==> src/rtl/seq_mult_4bit_pkg.sv <==
// Shared types and sizing helpers for the sequential shift-and-add multiplier.
//   state_e : FSM encoding (IDLE / CALC / DONE)
//   cnt_w() : iteration counter width for a given operand width, never below 1
package seq_mult_4bit_pkg;

  typedef enum logic [1:0] {
    IDLE = 2'd0,
    CALC = 2'd1,
    DONE = 2'd2
  } state_e;

  localparam int DEF_WIDTH = 4;

  function automatic int cnt_w(input int w);
    int c;
    c = $clog2(w);
    return (c < 1) ? 1 : c;
  endfunction

  localparam int DEF_CNT_W = cnt_w(DEF_WIDTH);

endpackage

==> src/rtl/seq_mult_4bit_adder_nbit.sv <==
// WIDTH-bit combinational ripple adder with carry-out.
//   i_a, i_b : addends
//   o_sum    : low WIDTH bits of i_a + i_b
//   o_cout   : carry out of the MSB
module adder_nbit #(
  parameter int WIDTH = 4
) (
  input  logic [WIDTH-1:0] i_a,
  input  logic [WIDTH-1:0] i_b,
  output logic [WIDTH-1:0] o_sum,
  output logic             o_cout
);

  logic [WIDTH:0] w_full;

  assign w_full = {1'b0, i_a} + {1'b0, i_b};
  assign o_sum  = w_full[WIDTH-1:0];
  assign o_cout = w_full[WIDTH];

endmodule

==> src/rtl/seq_mult_4bit.sv <==
// Sequential unsigned shift-and-add multiplier, one partial product per clock.
//   clk, rst_n           : clock, asynchronous active-low reset
//   in_valid/in_ready/a/b: operand handshake (accepted only in IDLE)
//   out_valid/out_ready  : result handshake (product held while DONE)
//   product              : a*b, 2*WIDTH bits, holds last completed result
//   busy                 : high in CALC or DONE
module seq_mult_4bit
  import seq_mult_4bit_pkg::*;
#(
  parameter int WIDTH = DEF_WIDTH
) (
  input  logic               clk,
  input  logic               rst_n,
  input  logic               in_valid,
  output logic               in_ready,
  input  logic [WIDTH-1:0]   a,
  input  logic [WIDTH-1:0]   b,
  output logic               out_valid,
  input  logic               out_ready,
  output logic [2*WIDTH-1:0] product,
  output logic               busy
);

  localparam int CNT_W = cnt_w(WIDTH);

  state_e           r_state, w_state_nxt;
  logic [WIDTH-1:0] r_mcand;
  logic [WIDTH-1:0] r_mplier;
  logic [WIDTH-1:0] r_acc_hi;
  logic [CNT_W-1:0] r_count;
  logic [2*WIDTH-1:0] r_product;

  logic [WIDTH-1:0] w_pp;
  logic [WIDTH-1:0] w_sum;
  logic             w_cout;
  logic [WIDTH-1:0] w_acc_nxt;
  logic [WIDTH-1:0] w_mplier_nxt;
  logic             w_last;
  logic             w_accept;

  // Partial product is either the multiplicand or zero, picked by the LSB
  // of the (shifting) multiplier.
  assign w_pp = r_mplier[0] ? r_mcand : '0;

  adder_nbit #(.WIDTH(WIDTH)) u_add (
    .i_a   (r_acc_hi),
    .i_b   (w_pp),
    .o_sum (w_sum),
    .o_cout(w_cout)
  );

  // {cout, sum, mplier} >> 1: the carry lands in the accumulator MSB and the
  // sum LSB drops into the multiplier MSB, which becomes the product low half.
  assign w_acc_nxt    = {w_cout, w_sum[WIDTH-1:1]};
  assign w_mplier_nxt = {w_sum[0], r_mplier[WIDTH-1:1]};
  assign w_last       = (r_count == CNT_W'(WIDTH - 1));
  assign w_accept     = in_valid && in_ready;

  always_ff @(posedge clk or negedge rst_n) begin
    if (!rst_n) r_state <= IDLE;
    else        r_state <= w_state_nxt;
  end

  always_comb begin
    w_state_nxt = r_state;
    in_ready    = 1'b0;
    out_valid   = 1'b0;
    busy        = 1'b0;
    case (r_state)
      IDLE: begin
        // rst_n gating keeps in_ready low while reset is held.
        in_ready = rst_n;
        if (in_valid && rst_n) w_state_nxt = CALC;
      end
      CALC: begin
        busy = 1'b1;
        if (w_last) w_state_nxt = DONE;
      end
      DONE: begin
        busy      = 1'b1;
        out_valid = 1'b1;
        if (out_ready) w_state_nxt = IDLE;
      end
      default: w_state_nxt = IDLE;
    endcase
  end

  always_ff @(posedge clk or negedge rst_n) begin
    if (!rst_n) begin
      r_mcand   <= '0;
      r_mplier  <= '0;
      r_acc_hi  <= '0;
      r_count   <= '0;
      r_product <= '0;
    end else begin
      case (r_state)
        IDLE: begin
          if (w_accept) begin
            r_mcand  <= a;
            r_mplier <= b;
            r_acc_hi <= '0;
            r_count  <= '0;
          end
        end
        CALC: begin
          r_acc_hi <= w_acc_nxt;
          r_mplier <= w_mplier_nxt;
          r_count  <= r_count + CNT_W'(1);
          // Result register only updates on entry to DONE, so consumers
          // never see a partially accumulated value.
          if (w_last) r_product <= {w_acc_nxt, w_mplier_nxt};
        end
        default: ;
      endcase
    end
  end

  assign product = r_product;

endmodule
==> config.mk <==
export PLATFORM = sky130hd
export DESIGN_NAME = seq_mult_4bit
export DESIGN_NICKNAME = d
export VERILOG_FILES = /design/src/rtl/seq_mult_4bit_pkg.sv /design/src/rtl/seq_mult_4bit_adder_nbit.sv /design/src/rtl/seq_mult_4bit.sv
export SDC_FILE = /design/constraint.sdc
export NUM_CORES = 1
export LEC_CHECK = 0
export BUFFER_PORTS_ARGS = -buffer_cell sky130_fd_sc_hd__buf_2
export CAP_MARGIN = 20
export CORE_ASPECT_RATIO = 1.75
export CORE_MARGIN = 5
export CORE_UTILIZATION = 48
export CTS_CLUSTER_SIZE = 28
export DETAILED_ROUTE_END_ITERATION = 8
export GPL_ROUTABILITY_DRIVEN = 0
export PLACE_DENSITY_LB_ADDON = 0.12
export SYNTH_ARGS = -nofsm -noshare
export SYNTH_HDL_FRONTEND = slang
export SYNTH_SLANG_ARGS = --single-unit
==> constraint.sdc <==
create_clock -name clk -period 1.8 [get_ports clk]
set_clock_uncertainty 0.05 [all_clocks]
set_input_delay 0.27 -clock clk [delete_from_list [all_inputs] [get_ports clk]]
set_output_delay 0.27 -clock clk [all_outputs]
set_load 0.05 [all_outputs]
==> results of run 1 <==
[Yosys cell counts, drive strengths merged, types with 2 or more instances]
master / instances / area, um^2
a31oi: 2 / 12.5
a21oi: 2 / 10.0
and2: 6 / 38.8
dfrtp: 24 / 601
inv: 4 / 15.0
nand2: 5 / 18.8
o2bb2ai: 2 / 17.5
nand3: 2 / 15.0
a22o: 2 / 17.5
o21ai: 3 / 18.8
buf: 2 / 12.5
mux2: 18 / 203
ha: 9 / 113
[kinds of logic after synthesis]
| group | after synthesis | synth area share |
|---|---|---|
| AND/OR/NAND/NOR | 15 | 0.0722 |
| XOR/XNOR | 1 | 0.00722 |
| flip-flops | 24 | 0.495 |
| multiplexers | 19 | 0.175 |
| buffers and inverters | 6 | 0.0227 |
| AO/OA/AOI/OAI | 18 | 0.119 |
| adder cells (fa/ha/maj) | 10 | 0.109 |
[sequential cells by signal (all words and copies together) (netlist names)]
name      flops
product       8
r_acc_hi      4
r_mplier      4
r_count       2
r_state       2
r_mcand       4
[worst reg2reg max path, stage by stage (launching register included)]
cell     delay [ps]
dfrtp_1         410
inv_1           120
ha_1            290
buf_4           180
mux2_2          330
mux2_2          260
[power by group through the flow]
stage	clock network [mW]	registers, mW	logic [mW]
6_report	0.313	0.932	1.68
3_5_place_dp	0	0.941	1.64
5_1_grt	0.350	0.964	1.83
4_1_cts	0.322	0.929	1.65
2_1_floorplan	0	1.18	0.969
3_3_place_gp	0	0.925	1.61
[what timing repair did]
action,CTS,global route
resized for setup,1,4
pin swaps,0,1
hold buffers,2,0
setup endpoints to repair,1,5
endpoints found under the hold margin,24,0
[how the worst max path moves through the flow]
stage | from | to | slack (ps) | cells past startpoint
after global routing | r_state[1] | r_mplier[2] | 3 | 5
final | r_state[1] | r_mplier[0] | 50 | 5
after CTS | r_mcand[0] | product[7] | 5 | 6
after detailed placement | r_mcand[0] | product[7] | 20 | 6
after floorplan | r_state[0] | r_state[0] | 110 | 5
after global placement | r_mcand[0] | product[7] | 70 | 6
[area by class of cell]
type / instances / share of cell area
Tap cell: 26 / 0.0217
Clock buffer: 3 / 0.0276
Inverter: 4 / 0.0100
Sequential cell: 24 / 0.401
Multi-Input combinational cell: 63 / 0.406
Timing Repair Buffer: 33 / 0.134
[metal layers]
metal | track usage | routed length (um) | vias up | share of wire
met5 | 0 | 0 | - | 0
met1 | 0.181 | 947 | 396 | 0.39
li1 | - | - | 400 | -
met2 | 0.251 | 1330 | 19 | 0.55
met3 | 0.0284 | 89 | 5 | 0.037
met4 | 0.0647 | 48 | 0 | 0.020
[through the flow]
step | worst slack (ps) | hold slack (ps) | std cells
3_3_place_gp | 74.4 | 221 | 148
2_1_floorplan | 106 | -75.6 | 93
3_5_place_dp | 15.9 | 224 | 148
5_1_grt | 2.69 | 189 | 153
6_report | 47.1 | 190 | 153
4_1_cts | 4.90 | 187 | 153
==> run_results.csv, run 1 <==
group,metric,value,unit
outcome,status,"finished, final reports clean",
timing,tightest_slew,560,ps
clock_network,clkSlewWorstSetupHoldPaths,80,ps
pwr,comb_power_share,0.574,
pwr,vdd_drop_max,0.00122,V
synth,ys.warnings.count,0,
global_route,grt_pass1_wl,4020,um
setup_path,cp.required,1910,ps
global_route,grt_max_degree,13,
pwr,leakagePower,0.724,nW
die,start_util,0.493,
pwr,total_power,2.92,mW
final_layout,post-route-util,0.608,
routing,drt_wl_total,2420,um
routing,vias,820,
synth,syn_nets,115,
final_layout,drive_gt1_frac,0.480,
setup_path,rr_startpoint,"r_state[1]",
synth,synthFlopType,"dfrtp_1",
clock_network,cts_tree,"built",
synth,netlist_instances,93,
die,die_area,3670,um^2
clock_network,clockBufferDepth,2,
setup_path,path_cells,"inv_1 > ha_1 > buf_4 > mux2_2 > mux2_2",
hold_path,hold_path.class,"input pin to flop",
final_layout,register_area,601,um^2
pwr,p_seq_frac,0.319,
die,fp.dieH,76.5,um
global_route,antenna_found_initial,0,
setup_path,worstSetupStartpointType,"flop",
clock_network,insertion_delay,270,ps
timing,hold_viol,0,
synth,synth_cell_types,31,
final_layout,num_antenna_cells,0,
placed_design,numPortBuffers,22,
routing,viasPerCell,5.36,
placed_design,placed_area,1410,um^2
global_route,grt_pass1_vias,916,
timing,slew-limit-headroom,0.626,
synth,yosysSeqAreaShare,0.495,
die,io_pins,23,
clock_network,cts_buffers,3,
routing,route.detailed.drc,0,
timing,slew_viol_final,0,
routing,post_drt_wl_per_cell,15.8,um
timing,period_share,0.974,
setup_path,critPathMostFrequentCell,"mux2_2",
timing,rsz0062_at_grt,"false",
setup_path,path_class,"flop to flop",
hold_path,holdPathEnd,"r_mcand[3]",
pwr,p_sw,1.24,mW
final_layout,syn_to_final_growth,23.3,%
timing,fmax,570,MHz
routing,drt-initial-drc-count,13,
pwr,p_clk_frac,0.107,
setup_path,crit_arrival,1860,ps
setup_path,reg2regPathDepth,5,
die,core.rowCount,24,
setup_path,crit_fanout,5,
hold_path,min_from,"a[3]",
final_layout,fillers,220,
final_layout,nets,151,
pwr,swShare,0.425,
setup_path,crit_family,"multiplexers",
final_layout,stdcell_area,1500,um^2
final_layout,mostFrequentLayoutCell,"dfrtp_1",
die,dieWidth,48.0,um
clock_network,cts_root_buf,"clkbuf_8",
setup_path,path_buf_inv,2,
die,coreArea,2460,um^2
setup_path,r2r_setup_slack,50,ps
setup_path,setup.worst_path.end_class,"flop",
hold_path,holdPathStages,2,
global_route,grt_usage,0.152,
final_layout,multi_input_area,607,um^2
setup_path,crit_slowest_cell,"dfrtp_1",
synth,avgSynthCellArea,13.1,um^2
final_layout,layout_common_cells,"24 x dfrtp_1, 21 x buf_2, 17 x mux2_2",
setup_path,reg2reg_to,"r_mplier[0]",
clock_network,post_cts_buffers,0,
global_route,grt_overflow_total,0,
setup_path,slowest_delay,410,ps
routing,postRouteAntennaNets,0,
synth,synth_edf_count,0,
timing,finalSetupViolCount,0,
timing,finalCriticalPeriod,1750,ps
clock_network,numClockSinks,24,
synth,async_flop_share,1.00,
synth,synth_seq_cells,24,
routing,first_pass_iters,4,
pwr,p_int,1.68,mW
run,max-cap-violations,0,
pwr,power.density,1950,nW/um^2
clock_network,cts.htree.levels,1,
placed_design,hpwl,1870,um
timing,tns,0,ps
synth,syn-cell-area,1210,um^2
No activity file was read; power rests on OpenSTA's default activity.
==> run 2, diff against run 1 <==
- HOLD_SLACK_MARGIN: unset -> 0.06
- clock period: 1.8 -> 1.4 ns (I/O delays scaled with it)
==> run 2 against run 1 <==
  * The run now ends with negative setup slack left
  * Sequential power grew 32%
  * Worst setup slack lost 290 ps
  * Power grew 72%
  * Utilization grew 16 points
  * Critical path depth grew 1
  * Cell count grew 11%
  * Sequential share of layout area shrank 8.2 points
  * Critical path type unchanged
  * Highest routed layer unchanged
==> run_results.csv, run 2 (same netlist as run 1, synthesis figures left out) <==
group,metric,value,unit
outcome,status,"finished with violations",
outcome,violations,"negative setup slack",
timing,slew-limit-headroom,0.793,
timing,finalCriticalPeriod,1640,ps
timing,hold_viol,0,
pwr,p_clk_frac,0.093,
die,coreArea,2460,um^2
setup_path,path_cells,"and2_1 > ha_2 > fa_2 > buf_4 > xnor2_4 > o2bb2ai_1",
hold_path,hold_path.class,"input pin to flop",
pwr,p_seq_frac,0.244,
routing,post_drt_wl_per_cell,16.5,um
final_layout,final_cells,170,
final_layout,post-route-util,0.766,
die,dieWidth,48.0,um
timing,worst_slack,-239,ps
final_layout,register_area,602,um^2
timing,fmax,610,MHz
run,max-cap-violations,0,
setup_path,crit_fanout,4,
final_layout,num_antenna_cells,0,
timing,tightest_slew,311,ps
final_layout,multi_input_area,797,um^2
pwr,leakagePower,0.913,nW
timing,tns,-3320,ps
routing,viasPerCell,5.32,
die,fp.dieH,76.5,um
routing,postRouteAntennaNets,0,
pwr,power.density,2670,nW/um^2
final_layout,drive_gt1_frac,0.674,
die,io_pins,23,
routing,route.detailed.drc,0,
timing,holdWs,124,ps
die,core.rowCount,24,
setup_path,path_class,"flop to flop",
clock_network,cts.htree.levels,1,
timing,rsz0062_at_grt,"true",
setup_path,crit_slowest_cell,"dfrtp_1",
final_layout,fillers,163,
timing,period_share,1.17,
final_layout,mostFrequentLayoutCell,"dfrtp_1",
placed_design,numPortBuffers,22,
timing,slew_viol_final,0,
final_layout,largest_register_ffs,8,
routing,first_pass_iters,3,
routing,vias,905,
global_route,grt_usage,0.177,
timing,finalSetupViolCount,27,
clock_network,cts_buffers,3,
setup_path,worstSetupStartpointType,"flop",
pwr,swShare,0.401,
routing,drt_wl_total,2800,um
global_route,grt_pass1_wl,4750,um
pwr,p_int,3.02,mW
placed_design,hpwl,2000,um
clock_network,cts_tree,"built",
final_layout,nets,167,
final_layout,layout_common_cells,"23 x dfrtp_1, 19 x buf_2, 16 x buf_4",
pwr,comb_power_share,0.663,
setup_path,cp.required,1510,ps
setup_path,crit_arrival,1750,ps
setup_path,setup.worst_path.end_class,"flop",
clock_network,cts_root_buf,"clkbuf_8",
final_layout,syn_to_final_growth,55.5,%
global_route,grt_pass1_vias,1006,
placed_design,post-place-cells,157,
clock_network,insertion_delay,260,ps
clock_network,numClockSinks,24,
global_route,grt_overflow_total,0,
setup_path,slowest_delay,410,ps
pwr,vdd_drop_max,0.00157,V
clock_network,clockBufferDepth,2,
die,start_util,0.493,
routing,drt-initial-drc-count,7,
global_route,antenna_found_initial,0,
die,die_area,3670,um^2
clock_network,clkSlewWorstSetupHoldPaths,80,ps
pwr,p_sw,2.02,mW
global_route,grt_max_degree,23,
run 2: path summary, 6_finish.rpt:
check                         endpoint  depth (start not counted)  slack (ps)         from
max                        r_acc_hi[1]                          6        -240  r_mplier[0]
min                         r_mcand[2]                          2         120         a[2]
max reg2reg                r_acc_hi[1]                          6        -240  r_mplier[0]
min reg2reg                 product[5]                          2         430   product[5]
max in group asynchronous  r_mplier[1]                          3         460        rst_n
min in group asynchronous   r_state[1]                          2         330        rst_n
run 2: power groups by stage:
| stage | sequential, mW | combinational, mW | clock, mW |
|---|---|---|---|
| 3_3_place_gp | 1.20 | 2.38 | 0 |
| 5_1_grt | 1.27 | 3.56 | 0.520 |
| 2_1_floorplan | 1.52 | 1.45 | 0 |
| 3_5_place_dp | 1.22 | 2.42 | 0 |
| 4_1_cts | 1.22 | 3.09 | 0.478 |
| 6_report | 1.23 | 3.34 | 0.469 |
run 2: cell type report:
| type | count | share of cell area |
|---|---|---|
| Tap cell | 26 | 0.0172 |
| Multi-Input combinational cell | 63 | 0.422 |
| Timing Repair Buffer | 49 | 0.203 |
| Clock buffer | 4 | 0.0292 |
| Inverter | 4 | 0.00928 |
| Sequential cell | 24 | 0.319 |
run 2: repair_timing:
action | 4_1_cts | 5_1_grt
hold buffers | 1 | 0
gates cloned | 0 | 0
hold endpoints to repair | 24 | 0
pin swaps | 10 | 6
setup endpoints to repair | 26 | 27
buffers inserted | 7 | 4
resized for setup | 44 | 11
run 2: layer usage:
| layer | track usage | part of all wire | vias to the layer above |
|---|---|---|---|
| li1 | - | - | 435 |
| met3 | 0.0236 | 0.019 | 5 |
| met4 | 0.0674 | 0.017 | 0 |
| met5 | 0 | 0 | - |
| met1 | 0.214 | 0.40 | 453 |
| met2 | 0.296 | 0.56 | 12 |
run 2: worst max-delay path: cells and delay by family, from the launching register on:
family,cells,cell delay [ps]
XOR/XNOR,1,160
adder cells (fa/ha/maj),2,520
flip-flops,1,410
AND/OR/NAND/NOR,1,150
buffers and inverters,1,160
AO/OA/AOI/OAI,1,80
run 2: per-stage QoR:
step | power (mW) | instance area [um^2] | setup slack, ps
finish | 5.04 | 1890 | -239
global route | 5.35 | 1890 | -323
CTS | 4.79 | 1810 | -235
detailed placement | 3.64 | 1530 | -263
global placement | 3.58 | 1530 | -213
floorplan | 2.98 | 1280 | -170
